`config.mk`:
```
export PLATFORM = sky130hd
export DESIGN_NAME = attn_softmax_sched
export DESIGN_NICKNAME = d
export VERILOG_FILES = /design/src/rtl/attn_sched_pkg.sv /design/src/rtl/attn_rst_pulse.sv /design/src/rtl/attn_softmax_sched.sv
export SDC_FILE = /design/constraint.sdc
export NUM_CORES = 1
export LEC_CHECK = 0
export CAP_MARGIN = 25
export CORE_UTILIZATION = 48
export CTS_CLUSTER_DIAMETER = 120
export DETAILED_ROUTE_END_ITERATION = 16
export GPL_ROUTABILITY_DRIVEN = 0
export GPL_TIMING_DRIVEN = 0
export PLACE_DENSITY = 0.77
export SKIP_CTS_REPAIR_TIMING = 1
export SYNTH_ARGS = -nofsm -noshare
export SYNTH_HDL_FRONTEND = slang
export SYNTH_SLANG_ARGS = --single-unit
```
`constraint.sdc`:
```
create_clock -name clk -period 2.5 [get_ports clk]
set_input_delay 0.625 -clock clk [delete_from_list [all_inputs] [get_ports clk]]
set_output_delay 0.625 -clock clk [all_outputs]
set_load 0.1 [all_outputs]
```
`src/rtl/attn_sched_pkg.sv`:
```
// Shared types and index helpers for the attention-head softmax scheduler.
package attn_sched_pkg;

  typedef enum logic [1:0] {
    ST_IDLE   = 2'd0,
    ST_STREAM = 2'd1,
    ST_FLUSH  = 2'd2
  } sched_state_e;

  // Index width for a count of n items; never narrower than one bit.
  function automatic int unsigned idx_w(input int unsigned n);
    return (n <= 1) ? 1 : $clog2(n);
  endfunction

  // Flat position of a softmax instance in the lane_done/lane_rst_n buses.
  function automatic int lane_idx(input int ch, input int lane, input int num_lanes);
    return ch * num_lanes + lane;
  endfunction

endpackage

```
`src/rtl/attn_rst_pulse.sv`:
```
// Registered one-cycle active-low local reset, fired on the rising edge of
// its cause or held low while the scheduler flushes.
module attn_rst_pulse (
  input  logic clk,
  input  logic rst_n,
  input  logic trig,
  input  logic flush,
  output logic pulse_n
);

  logic trig_q, trig_d;
  logic pulse_n_q, pulse_n_d;

  always_comb begin
    trig_d    = trig;
    pulse_n_d = ~((trig & ~trig_q) | flush);
  end

  always_ff @(posedge clk) begin
    if (!rst_n) begin
      trig_q    <= 1'b0;
      pulse_n_q <= 1'b0;
    end else begin
      trig_q    <= trig_d;
      pulse_n_q <= pulse_n_d;
    end
  end

  assign pulse_n = pulse_n_q;

endmodule

```
`src/rtl/attn_softmax_sched.sv`:
```
// Schedules B2R tiles round-robin onto softmax lanes, drains finished rows to
// R2B in lane order, and sequences slice flush plus local resets.
module attn_softmax_sched
  import attn_sched_pkg::*;
#(
  parameter int unsigned NUM_LANES = 4,
  parameter int unsigned NUM_TILES = 2,
  parameter int unsigned NUM_CH    = 2,
  parameter bit          REVERSE   = 1'b0,
  localparam int unsigned LW  = idx_w(NUM_LANES),
  localparam int unsigned TW  = idx_w(NUM_TILES),
  localparam int unsigned NLC = NUM_CH * NUM_LANES
) (
  input  logic                 clk,
  input  logic                 rst_n,
  input  logic                 in_valid,
  output logic                 in_ready,
  input  logic                 slice_done_b2r,
  output logic                 b2r_rst_n,
  output logic [NUM_LANES-1:0] lane_valid,
  input  logic [NLC-1:0]       lane_done,
  output logic [NLC-1:0]       lane_rst_n,
  output logic [NUM_TILES-1:0] out_valid,
  input  logic                 out_ready,
  output logic [LW-1:0]        out_row_idx,
  output logic [TW-1:0]        out_tile_idx,
  output logic [NUM_TILES-1:0] slice_last,
  output logic                 busy
);

  localparam logic [LW-1:0] ROW_FIRST = REVERSE ? LW'(NUM_LANES - 1) : '0;
  localparam logic [LW-1:0] ROW_LAST  = REVERSE ? '0 : LW'(NUM_LANES - 1);
  localparam logic [TW-1:0] TILE_LAST = TW'(NUM_TILES - 1);

  // Lane pointer and drain row walk the same circular order.
  function automatic logic [LW-1:0] step(input logic [LW-1:0] p);
    if (p == ROW_LAST) return ROW_FIRST;
    return REVERSE ? (p - LW'(1)) : (p + LW'(1));
  endfunction

  sched_state_e         state_q, state_d;
  logic [LW-1:0]        lane_ptr_q, lane_ptr_d;
  logic [NUM_LANES-1:0] pending_q, pending_d;
  logic [NUM_LANES-1:0] lane_valid_q, lane_valid_d;
  logic                 ovld_q, ovld_d;
  logic [LW-1:0]        out_row_q, out_row_d;
  logic [TW-1:0]        out_tile_q, out_tile_d;
  logic [NUM_TILES-1:0] out_valid_q, out_valid_d;
  logic [NUM_TILES-1:0] slice_last_q, slice_last_d;
  logic                 busy_q, busy_d;

  logic [NUM_LANES-1:0] ptr_oh_c, row_oh_c;
  logic                 in_ready_c, accept_c, xfer_c, final_c, pend_nxt_c, flush_nxt_c;

  always_comb begin
    ptr_oh_c = '0;
    row_oh_c = '0;
    for (int unsigned i = 0; i < NUM_LANES; i++) begin
      ptr_oh_c[i] = (lane_ptr_q == LW'(i));
      row_oh_c[i] = (out_row_q == LW'(i));
    end
    in_ready_c = rst_n & (state_q != ST_FLUSH) & ~|(pending_q & ptr_oh_c);
    accept_c   = in_valid & in_ready_c;
    xfer_c     = ovld_q & out_ready;
    final_c    = xfer_c & (out_row_q == ROW_LAST) & (out_tile_q == TILE_LAST);
  end

  // Next-state and registered-output computation.
  always_comb begin
    state_d      = state_q;
    lane_ptr_d   = lane_ptr_q;
    out_row_d    = out_row_q;
    out_tile_d   = out_tile_q;
    ovld_d       = ovld_q;
    pend_nxt_c   = 1'b0;
    lane_valid_d = accept_c ? ptr_oh_c : '0;
    pending_d    = (pending_q & ~(xfer_c ? row_oh_c : '0)) | (accept_c ? ptr_oh_c : '0);

    case (state_q)
      ST_IDLE:   if (accept_c) state_d = ST_STREAM;
      ST_STREAM: if (final_c)  state_d = ST_FLUSH;
      ST_FLUSH:  state_d = ST_IDLE;
      default:   state_d = ST_IDLE;
    endcase

    if (accept_c) lane_ptr_d = step(lane_ptr_q);
    if (xfer_c) begin
      out_row_d = step(out_row_q);
      if (out_row_q == ROW_LAST)
        out_tile_d = (out_tile_q == TILE_LAST) ? '0 : out_tile_q + TW'(1);
    end

    // Present the next row one cycle after its pending bit is visible.
    for (int unsigned i = 0; i < NUM_LANES; i++)
      if (out_row_d == LW'(i)) pend_nxt_c = pending_q[i];
    if (xfer_c || !ovld_q) ovld_d = pend_nxt_c;

    if (final_c) ovld_d = 1'b0;
    if (state_q == ST_FLUSH) begin
      pending_d  = '0;
      lane_ptr_d = ROW_FIRST;
      out_row_d  = ROW_FIRST;
      out_tile_d = '0;
      ovld_d     = 1'b0;
    end

    out_valid_d = '0;
    for (int unsigned t = 0; t < NUM_TILES; t++)
      out_valid_d[t] = ovld_d & (out_tile_d == TW'(t));
    slice_last_d = (out_row_d == ROW_LAST && out_tile_d == TILE_LAST) ? out_valid_d : '0;
    busy_d       = (state_d != ST_IDLE);
    flush_nxt_c  = (state_d == ST_FLUSH);
  end

  always_ff @(posedge clk) begin
    if (!rst_n) begin
      state_q      <= ST_IDLE;
      lane_ptr_q   <= ROW_FIRST;
      pending_q    <= '0;
      lane_valid_q <= '0;
      ovld_q       <= 1'b0;
      out_row_q    <= ROW_FIRST;
      out_tile_q   <= '0;
      out_valid_q  <= '0;
      slice_last_q <= '0;
      busy_q       <= 1'b0;
    end else begin
      state_q      <= state_d;
      lane_ptr_q   <= lane_ptr_d;
      pending_q    <= pending_d;
      lane_valid_q <= lane_valid_d;
      ovld_q       <= ovld_d;
      out_row_q    <= out_row_d;
      out_tile_q   <= out_tile_d;
      out_valid_q  <= out_valid_d;
      slice_last_q <= slice_last_d;
      busy_q       <= busy_d;
    end
  end

  attn_rst_pulse u_b2r_rst (
    .clk     (clk),
    .rst_n   (rst_n),
    .trig    (slice_done_b2r),
    .flush   (flush_nxt_c),
    .pulse_n (b2r_rst_n)
  );

  for (genvar c = 0; c < NUM_CH; c++) begin : g_ch
    for (genvar l = 0; l < NUM_LANES; l++) begin : g_lane
      localparam int IDX = lane_idx(c, l, NUM_LANES);
      attn_rst_pulse u_lane_rst (
        .clk     (clk),
        .rst_n   (rst_n),
        .trig    (lane_done[IDX]),
        .flush   (flush_nxt_c),
        .pulse_n (lane_rst_n[IDX])
      );
    end
  end

  assign in_ready     = in_ready_c;
  assign lane_valid   = lane_valid_q;
  assign out_valid    = out_valid_q;
  assign out_row_idx  = out_row_q;
  assign out_tile_idx = out_tile_q;
  assign slice_last   = slice_last_q;
  assign busy         = busy_q;

endmodule
```
=== Word level (Yosys, flattened, before mapping) ===
Index checks and enable logic that the tools add are counted.

* Register bits: 39
* Bits in latches: 0
* RAM bits: 0
* Bits in read-only memories: 0
* Bits of input ports: 13
* Output and inout bits: 22
* Word-level logic and storage cells: 133
* Memories kept: 0

* Add/subtract/negate cells: 3
* Multipliers: 0
* Div/mod/pow operators: 0
* Magnitude comparators: 0
* Equality and inequality tests: 14
* Shifts and indexed selects: 0
* Multiplexer cells: 26
* Bitwise logic cells: 50
* Reduce and logical (&&, ||, !) cells: 12

{| class="wikitable"
|+ Operators with widths
! cell !! count
|-
| $not 1->1 || 20
|-
| $eq 2x2->1 const B || 9
|-
| $and 1x1->1 || 17
|-
| $mux 2 || 8
|-
| $mux 1 || 15
|-
| $or 1x1->1 || 9
|-
| $and 4x4->4 || 2
|-
| $eq 2x1->1 const B || 4
|-
| $logic_not 2->1 || 4
|-
| $mux 4 || 2
|-
| $add 2x1->2 const B || 2
|-
| $not 4->4 || 1
|-
| $or 4x4->4 || 1
|-
| $pmux 2 s2 || 1
|-
| $reduce_or 4->1 || 1
|-
| $logic_not 1->1 || 2
|-
| $ne 2x2->1 const B || 1
|-
| $reduce_and 2->1 || 1
|-
| $reduce_bool 2->1 || 1
|-
| $reduce_or 2->1 || 1
|-
| $add 1x1->1 const B || 1
|-
| $logic_and 1x1->1 || 1
|-
| $logic_or 1x1->1 || 1
|}

=== Logic depth before layout (Yosys ltp) ===
* Depth after elaboration: 14
* Gate-level depth with buffers: 7
* Mapped depth without buffers: 7

=== Cells and area by module ===
From an unflattened synthesis, not the netlist that was laid out.

* Cell total of the unflattened synthesis: 153
* Area total of the unflattened synthesis: 1,652.8 um2

{| class="wikitable"
|+ Modules (own cells, without submodules)
! module !! times used !! cells an instance !! area each (um2) !! sequential area each (um2)
|-
| attn_softmax_sched || 1 || 108 || 988.4 || 420.4
|-
| attn_rst_pulse || 9 || 5 || 73.8 || 40.0
|}

=== Least setup slack after synthesis ===
OpenSTA, ideal clock, no wires.

* Kind: flip-flop to flip-flop
* Start: register out_row_q[0], in the netlist out_row_idx[0]
* End: register out_valid_q[0], in the netlist out_valid[0]
* Setup time: 168 ps
* Data arrival time: 2,489 ps
* Data required time: 2,332 ps
* Path slack: -157 ps
* Stages on the path, launching flop included: 7
* Path buffers: 0
* Period minus slack after synthesis: 2,657 ps
* Path through: dfxtp_1 > inv_1 > ha_1 > mux2i_2 > mux4_2 > a21oi_1 > nor3_1

* Longest elaborated chain between the ends: 14
* Elaborated cells between the ends (all ways): 24
* Those cells by class: 1 x add/sub; 4 x eq/ne; 14 x mux; 4 x bitwise; 1 x reduce/logical

{| class="wikitable"
|+ Ends and longest elaborated chain
! what !! line !! source
|-
| from (decl) || attn_softmax_sched.sv:46 || <nowiki>logic [LW-1:0] out_row_q, out_row_d;</nowiki>
|-
| from (signal assigned) || attn_softmax_sched.sv:133 || <nowiki>out_row_q <= out_row_d;</nowiki>
|-
| $eq 2x2->1 || attn_softmax_sched.sv:37, attn_softmax_sched.sv:65, attn_softmax_sched.sv:89 ||
|-
| $mux 1 || attn_softmax_sched.sv:37 || <nowiki>if (p == ROW_LAST) return ROW_FIRST;</nowiki>
|-
| $mux 1 || attn_softmax_sched.sv:87 || <nowiki>if (xfer_c) begin</nowiki>
|-
| $mux 2 || attn_softmax_sched.sv:38 || <nowiki>return REVERSE ? (p - LW'(1)) : (p + LW'(1));</nowiki>
|-
| $mux 2 || attn_softmax_sched.sv:87 ||
|-
| $logic_not 2->1 || attn_softmax_sched.sv:95 || <nowiki>if (out_row_d == LW'(i)) pend_nxt_c = pending_q[i];</nowiki>
|-
| $mux 1 (4 in series) || attn_softmax_sched.sv:95 ||
|-
| $mux 1 || attn_softmax_sched.sv:96 || <nowiki>if (xfer_c || !ovld_q) ovld_d = pend_nxt_c;</nowiki>
|-
| $mux 1 || attn_softmax_sched.sv:98 || <nowiki>if (final_c) ovld_d = 1'b0;</nowiki>
|-
| $mux 1 || attn_softmax_sched.sv:99 || <nowiki>if (state_q == ST_FLUSH) begin</nowiki>
|-
| $and 1x1->1 (*) || attn_softmax_sched.sv:109 || <nowiki>out_valid_d[t] = ovld_d & (out_tile_d == TW'(t));</nowiki>
|-
| to (signal assigned) || attn_softmax_sched.sv:135 || <nowiki>out_valid_q <= out_valid_d;</nowiki>
|-
| to (decl) || attn_softmax_sched.sv:48 || <nowiki>logic [NUM_TILES-1:0] out_valid_q, out_valid_d;</nowiki>
|}

Every way passes the cells marked *; elsewhere a longest branch is shown, timed or not. The select of a mux whose other input is x is not followed.
A chain may end at the register's enable or synchronous reset.

=== Worst setup path in the final report ===
* Start: register busy_q, in the netlist busy
* End: output port busy

{| class="wikitable"
|+ RTL lines
! what !! line !! source
|-
| from (decl) || attn_softmax_sched.sv:50 || <nowiki>logic busy_q, busy_d;</nowiki>
|-
| from (signal assigned) || attn_softmax_sched.sv:137 || <nowiki>busy_q <= busy_d;</nowiki>
|-
| to (decl) || attn_softmax_sched.sv:28 || <nowiki>output logic busy</nowiki>
|}

No word-level cell between the ends.

==> out/metrics.yaml <==
floorplanning:
  die_w_um: 57.4
  initial_core_util: 0.521
  core_area_um2: 2830
  fp-row-count: 19
  dieArea_um2: 3300
  io_pins: 35
  die_h_um: 57.4
power:
  p_per_area_nw_per_um2: 681
  pwr-share-comb: 0.193
  power_w: 0.00134
  p_switching_w: 0.000400
  ir_worst_vdd_mv: 0.459
  p_clk_frac: 0.313
  pwr-share-seq: 0.494
  leakage_nw: 0.968
  internal_power_w: 0.000943
  switching_share: 0.298
timing:
  hold_viol_final: 0
  fmaxAchievable_mhz: 411
  setup_viol: 0
  drv_slew: 0
  worst_pin_slew_ps: 983
  period_share: 0.974
  fin_crit_ps: 2440
  fin_skew_ps: 14.3
  fin_hold_ws_ps: 442
  rsz0062_at_grt: "true"
  relSlewSlack: 0.344
setup_path:
  cp.depth: 1
  path_buf_inv: 1
  slowest_delay_ps: 1120
  crit_path_start_kind: "flop"
  crit_fanout: 1
  cp-end-kind: "output pin"
  worstPathArrival_ps: 1810
  required_ps: 1880
  crit_slowest_cell: "clkdlybuf4s50_1"
  crit_type: "reg -> out"
  path_cells: "clkdlybuf4s50_1"
  r2r_cells: 6
  crit_family: "buffers and inverters"
hold_path:
  hold_path.class: "reg -> reg"
  hold_depth: 2
cts:
  clock_latency_ps: 350
  clockBufferDepth: 2
  cts_tree: "done"
  cts.sinks: 39
  numCtsBuffers: 5
  clkSlewWorstSetupHoldPaths_ps: 120
  clockRootBuffer: "clkbuf_4"
  htreeDepth: 2
logic_synthesis:
  async_flop_share: 0
  muxShareOfSynthArea: 0.0314
  synthCells: 155
  synth.yosys.seq_area_share: 0.529
  yosysWarnings: 0
  synth_top_family_by_area: "simple AND/OR/NAND/NOR gates"
  synthAdderAreaFrac: 0.0679
  synth_edf_count: 0
  synth-xor-area-share: 0.00594
  ys_ff_latch: 39
  synth-main-ff-cell: "dfxtp_1"
  synth-compound-area-share: 0.0967
  synth_cell_types: 28
  synth-simple-area-share: 0.172
  synthesis.area_um2: 1480
  postSynthAreaPerCell_um2: 9.52
  synth_nets: 176
global_routing:
  grt_use_total: 0.183
  grt.overflow.total: 0
  antenna_found_initial: 0
  grt_max_degree: 14
  grt_pass1_vias: 1065
  grt_pass1_wl_um: 4530
placement:
  io_buffers: 34
  dp_hpwl_um: 1970
final_layout:
  drive_above_1_share: 0.147
  finalNetCount: 217
  final_cell_mix: "dfxtp_1 (37), clkdlybuf4s50_1 (22), a21oi_1 (19), inv_1 (16), nor2_1 (16)"
  diodes: 0
  final_common_cell: "dfxtp_1"
  area_growth_pct: 33.7
outcome:
  violations: "design-rule violations"
  status: "finished with violations"
drt:
  drt_iter0_markers: 25
  route.detailed.drc: 3
  num_vias: 1106
  detail_route.wl_per_cell_um: 11.8
  ant_nets: 0
  vias_per_cell: 4.85
  drt_pass1_iterations: 10
  routed_wl_um: 2690
flow_run:
  max_cap_violations: 0
[state kept, by name, summed over array words and instances, names as in the netlist]
signal and count:
u_b2r_rst.trig_q 1, g_ch.g_lane.u_lane_rst.trig_q 8, out_row_idx 2, g_ch.g_lane.u_lane_rst.pulse_n 8, slice_last 2, out_tile_idx 1
u_b2r_rst.pulse_n 1, ovld_q 1, out_valid 2, pending_q 4, state_q 2, lane_valid 4
busy 1, lane_ptr_q 2
[final timing paths]
kind | startpoint | endpoint | slack [ps]
worst max register to register | out_row_idx[0] | out_valid[0] | 530
worst min-delay path | g_ch[0].g_lane[0].u_lane_rst.trig_q | g_ch[0].g_lane[0].u_lane_rst.pulse_n | 440
worst max-delay path | busy | busy | 60
worst min register to register | g_ch[0].g_lane[0].u_lane_rst.trig_q | g_ch[0].g_lane[0].u_lane_rst.pulse_n | 440
[cells in the mapped netlist (2+ instances only)]
master	n	share of area
a21oi_1	19	0.064
nor3_1	3	0.010
inv_1	16	0.041
ha_1	8	0.068
nor2_1	16	0.041
and3_1	3	0.013
dfxtp_1	39	0.53
a22oi_1	2	0.010
buf_4	8	0.041
clkbuf_1	2	0.0051
nand2_1	11	0.028
and3_2	2	0.010
and2_1	10	0.042
o21ai_0	2	0.0068
[metal layers]
metal	up-vias	part of all wire	global-route usage
met3	6	0.069	0.0726
li1	575	-	-
met2	28	0.49	0.319
met1	497	0.42	0.201
met5	-	0	0
met4	0	0.016	0.0627
[cell families after synthesis]
logic type / after synthesis
AOI/OAI and AO/OA: 26
xor gates and xnor gates: 1
adders and majority gates: 8
buffers and inverters: 27
DFF: 39
muxes: 3
other: 1
and+or+nand+nor: 50
[cell type report]
cell class	instances	area (um^2)
buffer	11	78.8
tap	31	38.8
multi-input combinational	89	557
clock buffer	5	37.5
inverter	16	60.1
clock inverter	3	43.8
fill	226	857
timing repair buffer	34	373
sequential	39	783
[through the flow]
step                       util  instances  cell area (um^2)  TNS (ps)  setup WS (ps)
after floorplan               -        155              1480         0            186
after detailed placement  0.656        220              1860     -1050           -735
after global routing      0.697        228              1970         0           2.73
final                     0.697        228              1970         0           64.2
after CTS                 0.685        228              1940     -1160           -883
after global placement    0.656        220              1860      -957           -772
[power by group through the flow]
stage          Clock, W  Sequential (W)  Combinational [W]
3_3_place_gp          0        0.000676           0.000254
3_5_place_dp          0        0.000678           0.000258
2_1_floorplan         0        0.000726           0.000141
4_1_cts        0.000421        0.000663           0.000260
5_1_grt        0.000452        0.000666           0.000272
6_report       0.000420        0.000663           0.000259
No activity file was read; power rests on OpenSTA's default activity.
